<file path="src/rtl/pc_unit.sv">
// Fetch program counter: sequential advance, JAL redirect, lock while a conditional
// branch resolves, ROB flush redirect, and a saturating lock-cycle counter.
module pc_unit #(
  parameter int                    ADDR_WIDTH = 32,
  parameter logic [ADDR_WIDTH-1:0] RESET_PC   = '0,
  parameter int                    CNT_WIDTH  = 16
) (
  input  logic                  clk,
  input  logic                  rst,
  input  logic                  pc_stall,
  input  logic                  dec_valid,
  input  logic                  dec_is_branch,
  input  logic                  dec_is_jal,
  input  logic [ADDR_WIDTH-1:0] dec_pc,
  input  logic [20:0]           dec_jal_offset,
  input  logic                  bra_done,
  input  logic                  bra_taken,
  input  logic [ADDR_WIDTH-1:0] bra_target,
  input  logic                  rob_flush,
  input  logic [ADDR_WIDTH-1:0] rob_flush_pc,
  output logic [ADDR_WIDTH-1:0] pc,
  output logic                  pc_locked,
  output logic                  fetch_kill,
  output logic [CNT_WIDTH-1:0]  lock_cycles,
  output logic                  protocol_err
);

  typedef enum logic {RUN = 1'b0, LOCK = 1'b1} state_t;

  localparam logic [ADDR_WIDTH-1:0] ALIGN_MASK = {{(ADDR_WIDTH-2){1'b1}}, 2'b00};
  localparam logic [ADDR_WIDTH-1:0] INSN_BYTES = ADDR_WIDTH'(4);

  state_t                state;
  logic [ADDR_WIDTH-1:0] fallthrough;

  logic [ADDR_WIDTH-1:0] seq_pc;
  logic [ADDR_WIDTH-1:0] dec_next;
  logic [ADDR_WIDTH-1:0] jal_sum;
  logic [ADDR_WIDTH-1:0] jal_target;
  logic [ADDR_WIDTH-1:0] flush_target;
  logic [ADDR_WIDTH-1:0] taken_target;
  logic                  accept;
  logic                  take_jal;
  logic                  take_branch;
  logic                  cnt_max;

  assign seq_pc       = pc + INSN_BYTES;
  assign dec_next     = dec_pc + INSN_BYTES;
  assign jal_sum      = dec_pc + {{(ADDR_WIDTH-21){dec_jal_offset[20]}}, dec_jal_offset};
  assign jal_target   = jal_sum & ALIGN_MASK;
  assign flush_target = rob_flush_pc & ALIGN_MASK;
  assign taken_target = bra_target & ALIGN_MASK;

  // Decoder is only honoured in RUN with the stall controller letting fetch move;
  // JAL outranks a simultaneous branch flag.
  assign accept      = dec_valid & ~pc_stall;
  assign take_jal    = accept & dec_is_jal;
  assign take_branch = accept & dec_is_branch & ~dec_is_jal;
  assign cnt_max     = &lock_cycles;

  always_ff @(posedge clk) begin
    if (rst) begin
      state        <= RUN;
      pc           <= RESET_PC;
      fallthrough  <= RESET_PC;
      pc_locked    <= 1'b0;
      fetch_kill   <= 1'b0;
      lock_cycles  <= '0;
      protocol_err <= 1'b0;
    end else begin
      fetch_kill <= 1'b0;

      if (state == LOCK && !cnt_max)
        lock_cycles <= lock_cycles + CNT_WIDTH'(1);

      // A resolution arriving with no branch outstanding is a handshake bug upstream.
      if (state == RUN && bra_done && !rob_flush)
        protocol_err <= 1'b1;

      if (rob_flush) begin
        pc         <= flush_target;
        state      <= RUN;
        pc_locked  <= 1'b0;
        fetch_kill <= 1'b1;
      end else begin
        case (state)
          RUN: begin
            if (take_jal) begin
              pc         <= jal_target;
              fetch_kill <= 1'b1;
            end else if (take_branch) begin
              fallthrough <= dec_next;
              pc          <= dec_next;
              state       <= LOCK;
              pc_locked   <= 1'b1;
            end else if (!pc_stall) begin
              pc <= seq_pc;
            end
          end
          LOCK: begin
            // Fetch was already frozen, so the redirect needs no kill pulse.
            if (bra_done) begin
              pc        <= bra_taken ? taken_target : fallthrough;
              state     <= RUN;
              pc_locked <= 1'b0;
            end
          end
          default: begin
            state     <= RUN;
            pc_locked <= 1'b0;
          end
        endcase
      end
    end
  end

endmodule

</file>
<file path="config.mk">
export PLATFORM = sky130hd
export DESIGN_NAME = pc_unit
export DESIGN_NICKNAME = d
export VERILOG_FILES = /design/src/rtl/pc_unit.sv
export SDC_FILE = /design/constraint.sdc
export NUM_CORES = 1
export LEC_CHECK = 0
export CORE_ASPECT_RATIO = 0.6
export CORE_UTILIZATION = 40
export CTS_BUF_LIST = sky130_fd_sc_hd__clkbuf_8
export CTS_CLUSTER_SIZE = 14
export DETAILED_ROUTE_END_ITERATION = 8
export GPL_ROUTABILITY_DRIVEN = 0
export MAX_ROUTING_LAYER = met4
export PLACE_DENSITY = 0.68
export RECOVER_POWER = 50
export SKIP_CTS_REPAIR_TIMING = 1
export SLEW_MARGIN = 20
export SYNTH_ARGS = -nofsm -noshare
export SYNTH_HDL_FRONTEND = slang
export SYNTH_SLANG_ARGS = --single-unit
</file>
<file path="constraint.sdc">
create_clock -name clk -period 7.4 [get_ports clk]
set_input_delay 1.48 -clock clk [delete_from_list [all_inputs] [get_ports clk]]
set_output_delay 1.48 -clock clk [all_outputs]
set_load 0.05 [all_outputs]
</file>
## Yosys cells after proc, flatten, opt, wreduce, memory -nomap -nowiden

Cells that the tools add are included.

| storage, ports and cells | value |
|---|---|
| register bits | 84 |
| bits of input ports | 126 |
| output and inout port bits | 51 |
| word-level logic and storage cells | 56 |

| cells by class | value |
|---|---|
| add/subtract/negate cells | 4 |
| eq/ne operators | 6 |
| mux-type cells | 18 |
| bitwise logic cells | 9 |
| reduce and logical (&&, ||, !) cells | 11 |

Operators with widths:

| kind | number |
|---|---|
| 32-bit two-way mux | 6 |
| 32-bit by 3-bit adder with 32-bit output, second input constant | 2 |
| 32-bit one-hot mux with 2 select lines | 1 |
| 32-bit adder | 1 |
| 16-bit by 1-bit adder with 16-bit output, second input constant | 1 |
| 16-bit AND reduction | 1 |
| 1-bit two-way mux | 9 |
| 2-bit != test, second input constant | 3 |
| 5-bit != test, second input constant | 1 |
| 1-bit NOT | 5 |
| 1-bit bitwise AND | 4 |
| 4-bit != test, second input constant | 1 |
| 1-bit one-hot mux with 2 select lines | 2 |
| 2-bit AND reduction | 2 |
| 4-bit AND reduction | 1 |
| 1-bit logical AND | 3 |
| 3-bit != test, second input constant | 1 |
| 3-bit AND reduction | 1 |
| 1-bit zero test | 2 |
| 2-bit OR reduction | 1 |

## Logic depth before layout (Yosys ltp)

Gate-level depths: netlist of the first run.

| logic depth | value |
|---|---|
| word-level depth | 8 |
| depth in mapped cells | 11 |
| gate-level depth less buffers | 10 |

## Worst setup path before layout of the first run

No wires, ideal clock.

| timing | value |
|---|---|
| kind | input to register |
| start | in dec_pc[1] |
| end | reg pc[20] |
| data arrival time | 3522 ps |
| data required time | 7268 ps |
| path slack | 3746 ps |
| stages on the path | 10 |
| buffers on the path | 0 |
| cells stage by stage | ha_1 a311oi_2 o21bai_2 a21bo_2 o21a_1 a211oi_1 o21ai_0 xor2_1 a211oi_1 nor3_1 |

| on the way | value |
|---|---|
| longest elaborated chain between the ends | 5 |
| elaborated cells between the ends (all ways) | 6 |
| those cells by class | add/sub (2); mux (4) |

Ends and longest elaborated chain:

| element | RTL line | text |
|---|---|---|
| from (decl) | 14 | `input logic [ADDR_WIDTH-1:0] dec_pc,` |
| 32-bit by 3-bit adder with 32-bit output | 48 | `assign dec_next = dec_pc + INSN_BYTES;` |
| 32-bit two-way mux | 91 | `end else if (take_branch) begin` |
| 32-bit two-way mux (*) | 88 | `if (take_jal) begin` |
| 32-bit one-hot mux with 2 select lines (*) | 86 | `case (state)` |
| 32-bit two-way mux (*) | 80 | `if (rob_flush) begin` |
| to (signal assigned) | 81 | `pc <= flush_target;` |
| to (signal assigned) | 89 | `pc <= jal_target;` |
| to (signal assigned) | 93 | `pc <= dec_next;` |
| to (decl) | 21 | `output logic [ADDR_WIDTH-1:0] pc,` |

Mark *: on every way between the ends. The rest lies on a longest branch, timed or not.
A chain may end at the register's enable or synchronous reset.

## Final worst setup path of the first run

| timing | value |
|---|---|
| start | in rob_flush |
| end | reg pc[29] |

| on the way | value |
|---|---|
| longest elaborated chain between the ends | 2 |
| elaborated cells between the ends (all ways) | 4 |
| those cells by class | eq/ne (2); mux (1); reduce/logical (1) |

Ends and longest elaborated chain:

| element | RTL line | text |
|---|---|---|
| from (decl) | 19 | `input logic rob_flush,` |
| 5-bit != test (no source line) / 3-bit != test (equally long branches) | n/a |  |
| 2-bit AND reduction (no source line) | n/a |  |

Parallel ways exist; a longest one is shown, timed or not.

==> results of run 1 <==
[metal layers]
layer / vias to the layer above / track usage (%) / wire, um
li1: 3578 / - / -
met2: 375 / 37.2 / 9420
met4: 0 / 3.33 / 114
met3: 14 / 4.53 / 2580
met1: 3445 / 44.2 / 12500
met5: - / - / 0
[area by class of cell]
type,instances,area (um^2),share of cell area (%)
clock inverter,4,23.8,0.269
multi-input combinational,744,4840,54.8
timing repair buffer,181,1770,20.0
clock buffer,12,165,1.87
tap,228,285,3.23
sequential,84,1680,19.0
inverter,19,71.3,0.807
[worst paths after layout]
| check | from | to | slack (ns) | cells after the start |
|---|---|---|---|---|
| setup / recovery | rob_flush | pc[29] | 1.69 | 8 |
| hold / removal | fallthrough[13] | fallthrough[13] | 0.46 | 2 |
| setup reg to reg | pc[4] | pc[15] | 4.54 | 8 |
| hold reg to reg | fallthrough[13] | fallthrough[13] | 0.46 | 2 |
[cells by family after synthesis]
kind of cell | Yosys count
and+or+nand+nor | 333
AOI/OAI and AO/OA | 250
xor gates and xnor gates | 93
DFF | 84
buffers and inverters | 65
muxes | 35
adders and majority gates | 33
[worst max-delay path: stages]
cell and delay (ns):
buf_2 0.07, clkbuf_1 1.90, inv_1 1.16, nand2_1 0.67
nor2_1 0.07, nor2_1 0.24, nand4b_1 0.16, o211ai_1 0.20
[flip-flops by register name (all words and copies together), names as in the netlist]
register,cells
fallthrough,32
fetch_kill,1
lock_cycles,16
pc,32
pc_locked,1
protocol_err,1
state,1
[layout by cell type, fill, tap and decap left out, drive strengths merged, types with 4 or more instances in the layout]
cell	instances
a21o	7
a21oi	72
o22ai	4
a31oi	6
clkdlybuf4s50	119
o21bai	5
and4	11
nand2	86
ha	33
nor3	22
o211ai	6
nor4	4
nand3	48
dfxtp	84
mux2	15
buf	11
a221oi	15
nand3b	6
mux2i	20
nand4	17
nor2	104
clkbuf	13
inv	20
a311oi	6
o21ai	52
and3	19
o221ai	5
nand2b	5
xor2	53
dlygate4sd3	50
and2	4
a211oi	44
xnor2	40
[power breakdown]
| part | internal (mW) | total (mW) | switching (mW) |
|---|---|---|---|
| Clock | 0.148 | 0.330 | 0.182 |
| Combinational | 0.184 | 0.434 | 0.249 |
| Sequential | 0.470 | 0.496 | 0.0256 |
| Total | 0.802 | 1.26 | 0.457 |
==> out/results.ini, run 1 <==
[yosys]
synthAdderAreaFrac_pct = 6.11
ys.flop_type = dfxtp_1
yosysTopAreaCellShare_pct = 24.9
synth_xor_area_share_pct = 12.1
synth_top_family_by_area = compound AO/OA/AOI/OAI gates
yosys.area_share.simple_pct = 23.4
yosys.area.top_type = dfxtp_1
muxShareOfSynthArea_pct = 5.47
syn_area_um2 = 6750
yosysSeqAreaShare_pct = 24.9
yosys_warnings = 0
synth_compound_area_share_pct = 24.4
yosys_register_bits = 84
synthesis.nets = 1052
synth.most_common_cell = nor2_1
synth_async_sr_flop_share_pct = 0
synth-edff-count = 0
synth_area_leaders = dfxtp_1 (25%), xor2_1 (6.9%), ha_1 (6.1%)
postSynthCellCount = 893
synthTopCellsByCount = nor2_1 (104), nand2_1 (86), dfxtp_1 (84)
synth_cell_types = 58
syn_avg_cell_area_um2 = 7.56

[worst_setup_path]
crit_path_end_kind = flip-flop
crit_required_ns = 7.69
critPathLaunchType = input port
path_max_fanout = 54
arrival_ns = 6.00
critPathKind = in2reg

[layout]
fillers = 1588
drive_gt1_share_pct = 5.75
final_area_um2 = 8840
instances_no_fill = 1272
syn_to_final_growth_pct = 30.9
antennaDiodeCount = 0
nets = 1198
fin_util_pct = 54.1

[timing]
fin_crit_sh_pct = 77.2
maxSlewViolCount = 55
min_period_ns = 5.71
hold_viol = 0
setup_violations = 0
fmax_ghz = 0.175
slew-limit-headroom_pct = -80.4
fin_skew_ns = 0.00966
finalSetupTns_ns = 0
rsz0062_at_grt = false
layout_setup_ws_ns = 1.69
worst_slew_pin_slew_ns = 2.71
hold-worst-slack_ns = 0.460

[power_and_ir_drop]
leakagePower_nw = 3.36
p_total_mw = 1.26
ir_drop_v = 0.0000867
p_per_area_nw_per_um2 = 142

[global_route]
grt_first_pass_wirelength_um = 36500
antenna_found_initial = 0
grt_pass1_vias = 6422
grt_usage_pct = 28.1
grt_max_degree = 82
grt_overflow = 0

[clock_network]
insertion_delay_ns = 0.37
cts_buffers = 9
clk_pin_slew_ns = 0.08
cts_max_level = 3
cts_root_buf = clkbuf_8
clock-sinks = 84
cts.path.max_buffers = 2
tritoncts = built

[route]
drt_first_iter_violations = 798
routed_via_density = 5.83
wl_per_cell_um = 19.3
wl_um = 24600
dr.pass1.iters = 6
via_count = 7412
detail-route-antenna-nets = 0
drcViolationCount = 0

[place]
placed_cells = 1256
dp_hpwl_um = 18300
portBuffers = 172
place_ws_ns = 2.73
placed_area_um2 = 8650

[floorplan]
die_area_um2 = 17400
die_w_um = 170
ios = 177
design.core.area_um2 = 16400
initial_utilization_pct = 41.3
dieHeight_um = 103
rows = 36

[outcome]
failed_checks = max-capacitance violations, max-slew violations
status = finished with violations

[worst_hold_path]
min_path_type = reg2reg

[flow_run]
max_cap_violations = 1

No activity file was read; power rests on OpenSTA's default activity.
==> run 2: changes to the inputs <==
--- a/config.mk
+++ b/config.mk
@@ -12,7 +12,7 @@
 export DETAILED_ROUTE_END_ITERATION = 8
 export GPL_ROUTABILITY_DRIVEN = 0
 export MAX_ROUTING_LAYER = met4
-export PLACE_DENSITY = 0.68
+export PLACE_DENSITY = 0.7
 export RECOVER_POWER = 50
 export SKIP_CTS_REPAIR_TIMING = 1
 export SLEW_MARGIN = 20
==> constraint.sdc (replaced) <==
create_clock -name clk -period 4.65 [get_ports clk]
set_input_delay 0.93 -clock clk [delete_from_list [all_inputs] [get_ports clk]]
set_output_delay 0.93 -clock clk [all_outputs]
set_load 0.05 [all_outputs]
==> run 2 against run 1 <==
Power up 57%. The run still ends with max-capacitance violations, max-slew violations left. Critical path depth up 3. Cell area up 0.68%. Routed wire length up 0.11%.
==> out/results.ini, run 2 (synthesis gave the netlist of run 1 again) <==
[outcome]
status = finished with violations
failed_checks = max-capacitance violations, max-slew violations

[power_and_ir_drop]
p_per_area_nw_per_um2 = 221  ; +55%
leakagePower_nw = 3.40  ; +1.3%
p_total_mw = 1.97  ; +57%
ir_drop_v = 0.000136  ; +57%

[floorplan]
rows = 36  ; unchanged
dieHeight_um = 103  ; unchanged
die_area_um2 = 17400  ; unchanged
initial_utilization_pct = 41.3  ; unchanged
design.core.area_um2 = 16400  ; unchanged
ios = 177  ; unchanged
die_w_um = 170  ; unchanged

[route]
routed_via_density = 5.83  ; about the same
drt_first_iter_violations = 961  ; +20%
wl_um = 24600  ; +0.11%
detail-route-antenna-nets = 0  ; unchanged
dr.pass1.iters = 6  ; unchanged
drcViolationCount = 0  ; unchanged
wl_per_cell_um = 19.2  ; -0.83%
via_count = 7485  ; +0.98%

[layout]
final_area_um2 = 8900  ; +0.68%
syn_to_final_growth_pct = 31.8
multi_input_area_um2 = 4840  ; -0.10%
drive_gt1_share_pct = 6.45  ; +0.70 points
final_common_cell = clkdlybuf4s50_1
fillers = 1587  ; -0.063%
top_regs = fallthrough x32, pc x32, lock_cycles x16
nets = 1209  ; +0.92%
layout_common_cells = clkdlybuf4s50_1 (119), nor2_1 (103), nand2_1 (86)
instances_no_fill = 1284  ; +0.94%
final-seq-area_um2 = 1680  ; unchanged

[timing]
rsz0062_at_grt = false
setup_violations = 0  ; unchanged
fin_skew_ns = 0.0143  ; +0.00467 ns
hold_viol = 0  ; unchanged
slew-limit-headroom_pct = -7.66  ; +73 points
maxSlewViolCount = 33  ; -40%
worst_slew_pin_slew_ns = 1.61  ; -1.09 ns
finalSetupTns_ns = 0  ; unchanged
min_period_ns = 3.86
fin_crit_sh_pct = 83.1
fmax_ghz = 0.259

[worst_hold_path]
min_path_type = reg2reg
hold_path_depth = 2  ; unchanged

[global_route]
grt_usage_pct = 29.2  ; +1.0 points
grt_max_degree = 40  ; -51%
antenna_found_initial = 1  ; +1
grt_first_pass_wirelength_um = 37600  ; +3.0%
grt_overflow = 0  ; unchanged
grt_pass1_vias = 6613  ; +3.0%

[place]
portBuffers = 172  ; unchanged
placed_cells = 1267  ; +0.88%
placed_area_um2 = 8730  ; +0.95%
dp_hpwl_um = 19200  ; +4.8%

[clock_network]
cts_max_level = 3  ; unchanged
clk_pin_slew_ns = 0.09  ; about the same
tritoncts = built
insertion_delay_ns = 0.37  ; about the same
cts_buffers = 9  ; unchanged
cts_root_buf = clkbuf_8
cts.path.max_buffers = 2  ; unchanged
clock-sinks = 84  ; unchanged

[worst_setup_path]
crit_required_ns = 4.87  ; -2.82 ns
crit_path_end_kind = flip-flop
critPathKind = in2reg
startpoint = dec_pc[5]
path_max_fanout = 5  ; -91%
arrival_ns = 4.08  ; -1.92 ns
crit_end = pc[27]
reg2reg_depth = 6  ; -2
critPathLaunchType = input port
r2r_start = state
reg2reg_to = pc[28]
rrSetupSlack_ns = 1.93  ; -2.61 ns

[flow_run]
max_cap_violations = 1  ; unchanged

[run 2: cell count changes in the layout (fill, tap and decap cells not counted)]
cell      change
buf_4        +11
buf_2         -1
diode_2       +1
nor3_1        +1
clkbuf_8      -2
inv_1         +1
clkbuf_1      +1
nor3_2        -1
clkinv_2      +1
[run 2: cell type report]
cell class	instances	share of cell area (%)
Multi-Input combinational cell	744	54.3
Timing Repair Buffer	192	20.8
Sequential cell	84	18.9
Tap cell	228	3.20
Clock buffer	10	1.55
Inverter	19	0.801
Clock inverter	6	0.365
Antenna cell	1	0.0281
[run 2: how the worst min path moves through the flow]
stage,start,end,slack [ns]
after floorplan,fallthrough[13],fallthrough[13],0.44
after global placement,fallthrough[0],fallthrough[0],0.44
after detailed placement,fallthrough[13],fallthrough[13],0.45
after CTS,fallthrough[13],fallthrough[13],0.46
after global routing,fallthrough[13],fallthrough[13],0.48
final,fallthrough[13],fallthrough[13],0.46
[run 2: stage by stage]
step / setup WS [ns] / hold WS, ns / util [%]
after detailed placement: 0.535 / 0.448 / 53.4
after floorplan: 1.55 / 0.436 / -
final: 0.788 / 0.456 / 54.4
after global routing: 0.676 / 0.478 / 54.4
after global placement: 0.563 / 0.443 / 53.4
after CTS: 0.880 / 0.459 / 54.5
[run 2: layer usage]
| layer | up-vias | wire, um | track usage [%] |
|---|---|---|---|
| met4 | 0 | 179 | 3.95 |
| met2 | 417 | 9250 | 38.3 |
| li1 | 3605 | - | - |
| met1 | 3441 | 12200 | 45.2 |
| met5 | - | 0 | - |
| met3 | 22 | 2990 | 5.80 |
[run 2: power breakdown]
group,leakage (nW),switching [mW],internal [mW]
combinational,2.63,0.395,0.296
sequential,0.686,0.0432,0.748
clock,0.0907,0.286,0.204
total,3.40,0.723,1.25
[run 2: critical path, stage by stage]
cell and delay, ns:
clkdlybuf4s50_1 0.51, ha_1 0.39, a21o_1 0.19, a21oi_1 0.33
a21bo_2 0.32, o2111a_1 0.33, o21ai_1 0.28, o21ai_1 0.15
xor2_1 0.17, a211oi_1 0.38, a211oi_1 0.10
==> run 3: changes to the inputs <==
==> constraint.sdc (replaced) <==
create_clock -name clk -period 3.3 [get_ports clk]
set_input_delay 0.66 -clock clk [delete_from_list [all_inputs] [get_ports clk]]
set_output_delay 0.66 -clock clk [all_outputs]
set_load 0.05 [all_outputs]
==> run 3 against run 2 <==
Largest cell class unchanged. Sequential share of layout area fell by 1.3 points. Combinational power grew 58%. Flip-flop and latch count unchanged. Final cell count up 6.5%. First-iteration DRC count is 17% lower. Clock power up 50%. Global-route usage rose by 0.22 points. Clock skew decreased by 0.0084 ns. Power grew 49%. The run now ends clean.
==> out/results.ini, run 3 (synthesis gave the netlist of run 1 again) <==
[outcome]
status = finished clean

[worst_setup_path]
r2r_start = pc[18]
path_max_fanout = 4  ; -1
arrival_ns = 3.46  ; -0.62 ns
critPathLaunchType = input port
startpoint = dec_jal_offset[1]
crit_path_end_kind = flip-flop
crit_required_ns = 3.55  ; -1.32 ns
critPathKind = in2reg

[worst_hold_path]
min_path_type = reg2reg
holdCritStartpoint = fallthrough[13]

[global_route]
grt_overflow = 0  ; unchanged
grt_usage_pct = 29.4  ; +0.22 points
grt_first_pass_wirelength_um = 38300  ; +2.0%
grt_max_degree = 36  ; -10%
antenna_found_initial = 0  ; -1
grt_pass1_vias = 6897  ; +4.3%

[layout]
drive_gt1_share_pct = 13.6  ; +7.2 points
layout_common_cells = clkdlybuf4s50_1 (116), nor2_1 (104), buf_4 (100)
instances_no_fill = 1367  ; +6.5%
fin_util_pct = 58.6  ; +4.1 points
top_regs = fallthrough x32, pc x32, lock_cycles x16
final-seq-area_um2 = 1680  ; unchanged
final_area_um2 = 9580  ; +7.6%
syn_to_final_growth_pct = 41.8
fillers = 1505  ; -5.2%
multi_input_area_um2 = 4880  ; +0.78%
nets = 1293  ; +6.9%
final_common_cell = clkdlybuf4s50_1
antennaDiodeCount = 0  ; -1

[floorplan]
die_area_um2 = 17400  ; unchanged
ios = 177  ; unchanged
rows = 36  ; unchanged
die_w_um = 170  ; unchanged
design.core.area_um2 = 16400  ; unchanged
initial_utilization_pct = 41.3  ; unchanged
dieHeight_um = 103  ; unchanged

[place]
place_ws_ns = -0.312  ; -0.846 ns
placed_area_um2 = 9370  ; +7.3%
dp_hpwl_um = 19600  ; +2.1%
portBuffers = 172  ; unchanged
placed_cells = 1350  ; +6.6%

[timing]
finalSetupTns_ns = 0  ; unchanged
setup_violations = 0  ; unchanged
worst_slew_pin_slew_ns = 0.732  ; -0.883 ns
hold-worst-slack_ns = 0.465  ; +0.00895 ns
hold_viol = 0  ; unchanged
fin_crit_sh_pct = 97.3
layout_setup_ws_ns = 0.0903  ; -0.698 ns
maxSlewViolCount = 0  ; -100%
fin_skew_ns = 0.00589  ; -0.00844 ns
min_period_ns = 3.21
fmax_ghz = 0.312
slew-limit-headroom_pct = 51.2  ; +59 points

[clock_network]
cts_max_level = 3  ; unchanged
tritoncts = built
cts_root_buf = clkbuf_8
insertion_delay_ns = 0.36  ; about the same
clock-sinks = 84  ; unchanged
cts.path.max_buffers = 2  ; unchanged
cts_buffers = 9  ; unchanged
clk_pin_slew_ns = 0.09  ; about the same

[route]
routed_via_density = 5.61  ; -3.7%
wl_per_cell_um = 18.3  ; -4.7%
drcViolationCount = 0  ; unchanged
dr.pass1.iters = 6  ; unchanged
via_count = 7675  ; +2.5%
detail-route-antenna-nets = 0  ; unchanged
drt_first_iter_violations = 793  ; -17%
wl_um = 25000  ; +1.5%

[power_and_ir_drop]
p_total_mw = 2.93  ; +49%
ir_drop_v = 0.000194  ; +42%
leakagePower_nw = 3.84  ; +13%
p_per_area_nw_per_um2 = 306  ; +38%

[flow_run]
max_cap_violations = 0  ; -1

[run 3: cell count changes in the layout (fill, tap and decap cells not counted), sizes merged, moves of 2 or more]
cell / previous run / this run
buf: 21 / 103
clkdlybuf4s50: 119 / 116
clkinv: 2 / 5
clkinvlp: 2 / 0
dlygate4sd3: 50 / 52
[run 3: path summary, 6_finish.rpt]
path                                        end  slack, ns  cells after the start
worst max-delay path                     pc[17]       0.09                     12
worst min register to register  fallthrough[13]       0.46                      2
worst min-delay path            fallthrough[13]       0.46                      2
worst max register to register           pc[31]       0.67                      9
[run 3: layout make-up]
class                           count  share of cell area [%]
Inverter                           19                   0.745
Timing Repair Buffer              276                    25.9
Multi-Input combinational cell    744                    50.9
Tap cell                          228                    2.98
Clock inverter                      7                   0.614
Sequential cell                    84                    17.6
Clock buffer                        9                    1.29
[run 3: critical path, cell delays in order]
cell	delay, ns
clkdlybuf4s50_1	0.50
ha_4	0.22
a311oi_4	0.36
o21bai_4	0.17
a21bo_2	0.23
buf_4	0.15
o21a_1	0.23
a221o_1	0.38
a21oi_2	0.17
xnor2_1	0.08
a211oi_1	0.24
nor3_1	0.07
[run 3: where the power goes]
group	switching (mW)	internal (mW)
sequential	0.0566	1.05
combinational	0.585	0.508
clock	0.391	0.341
total	1.03	1.90
[run 3: routing by layer]
layer  vias to the layer above  routed length, um  global-route usage (%)
met4                         0                166                    3.53
met3                        19               2950                    6.49
met2                       408               9670                    40.1
met5                         -                  0                       -
li1                       3765                  -                       -
met1                      3483              12200                    44.1
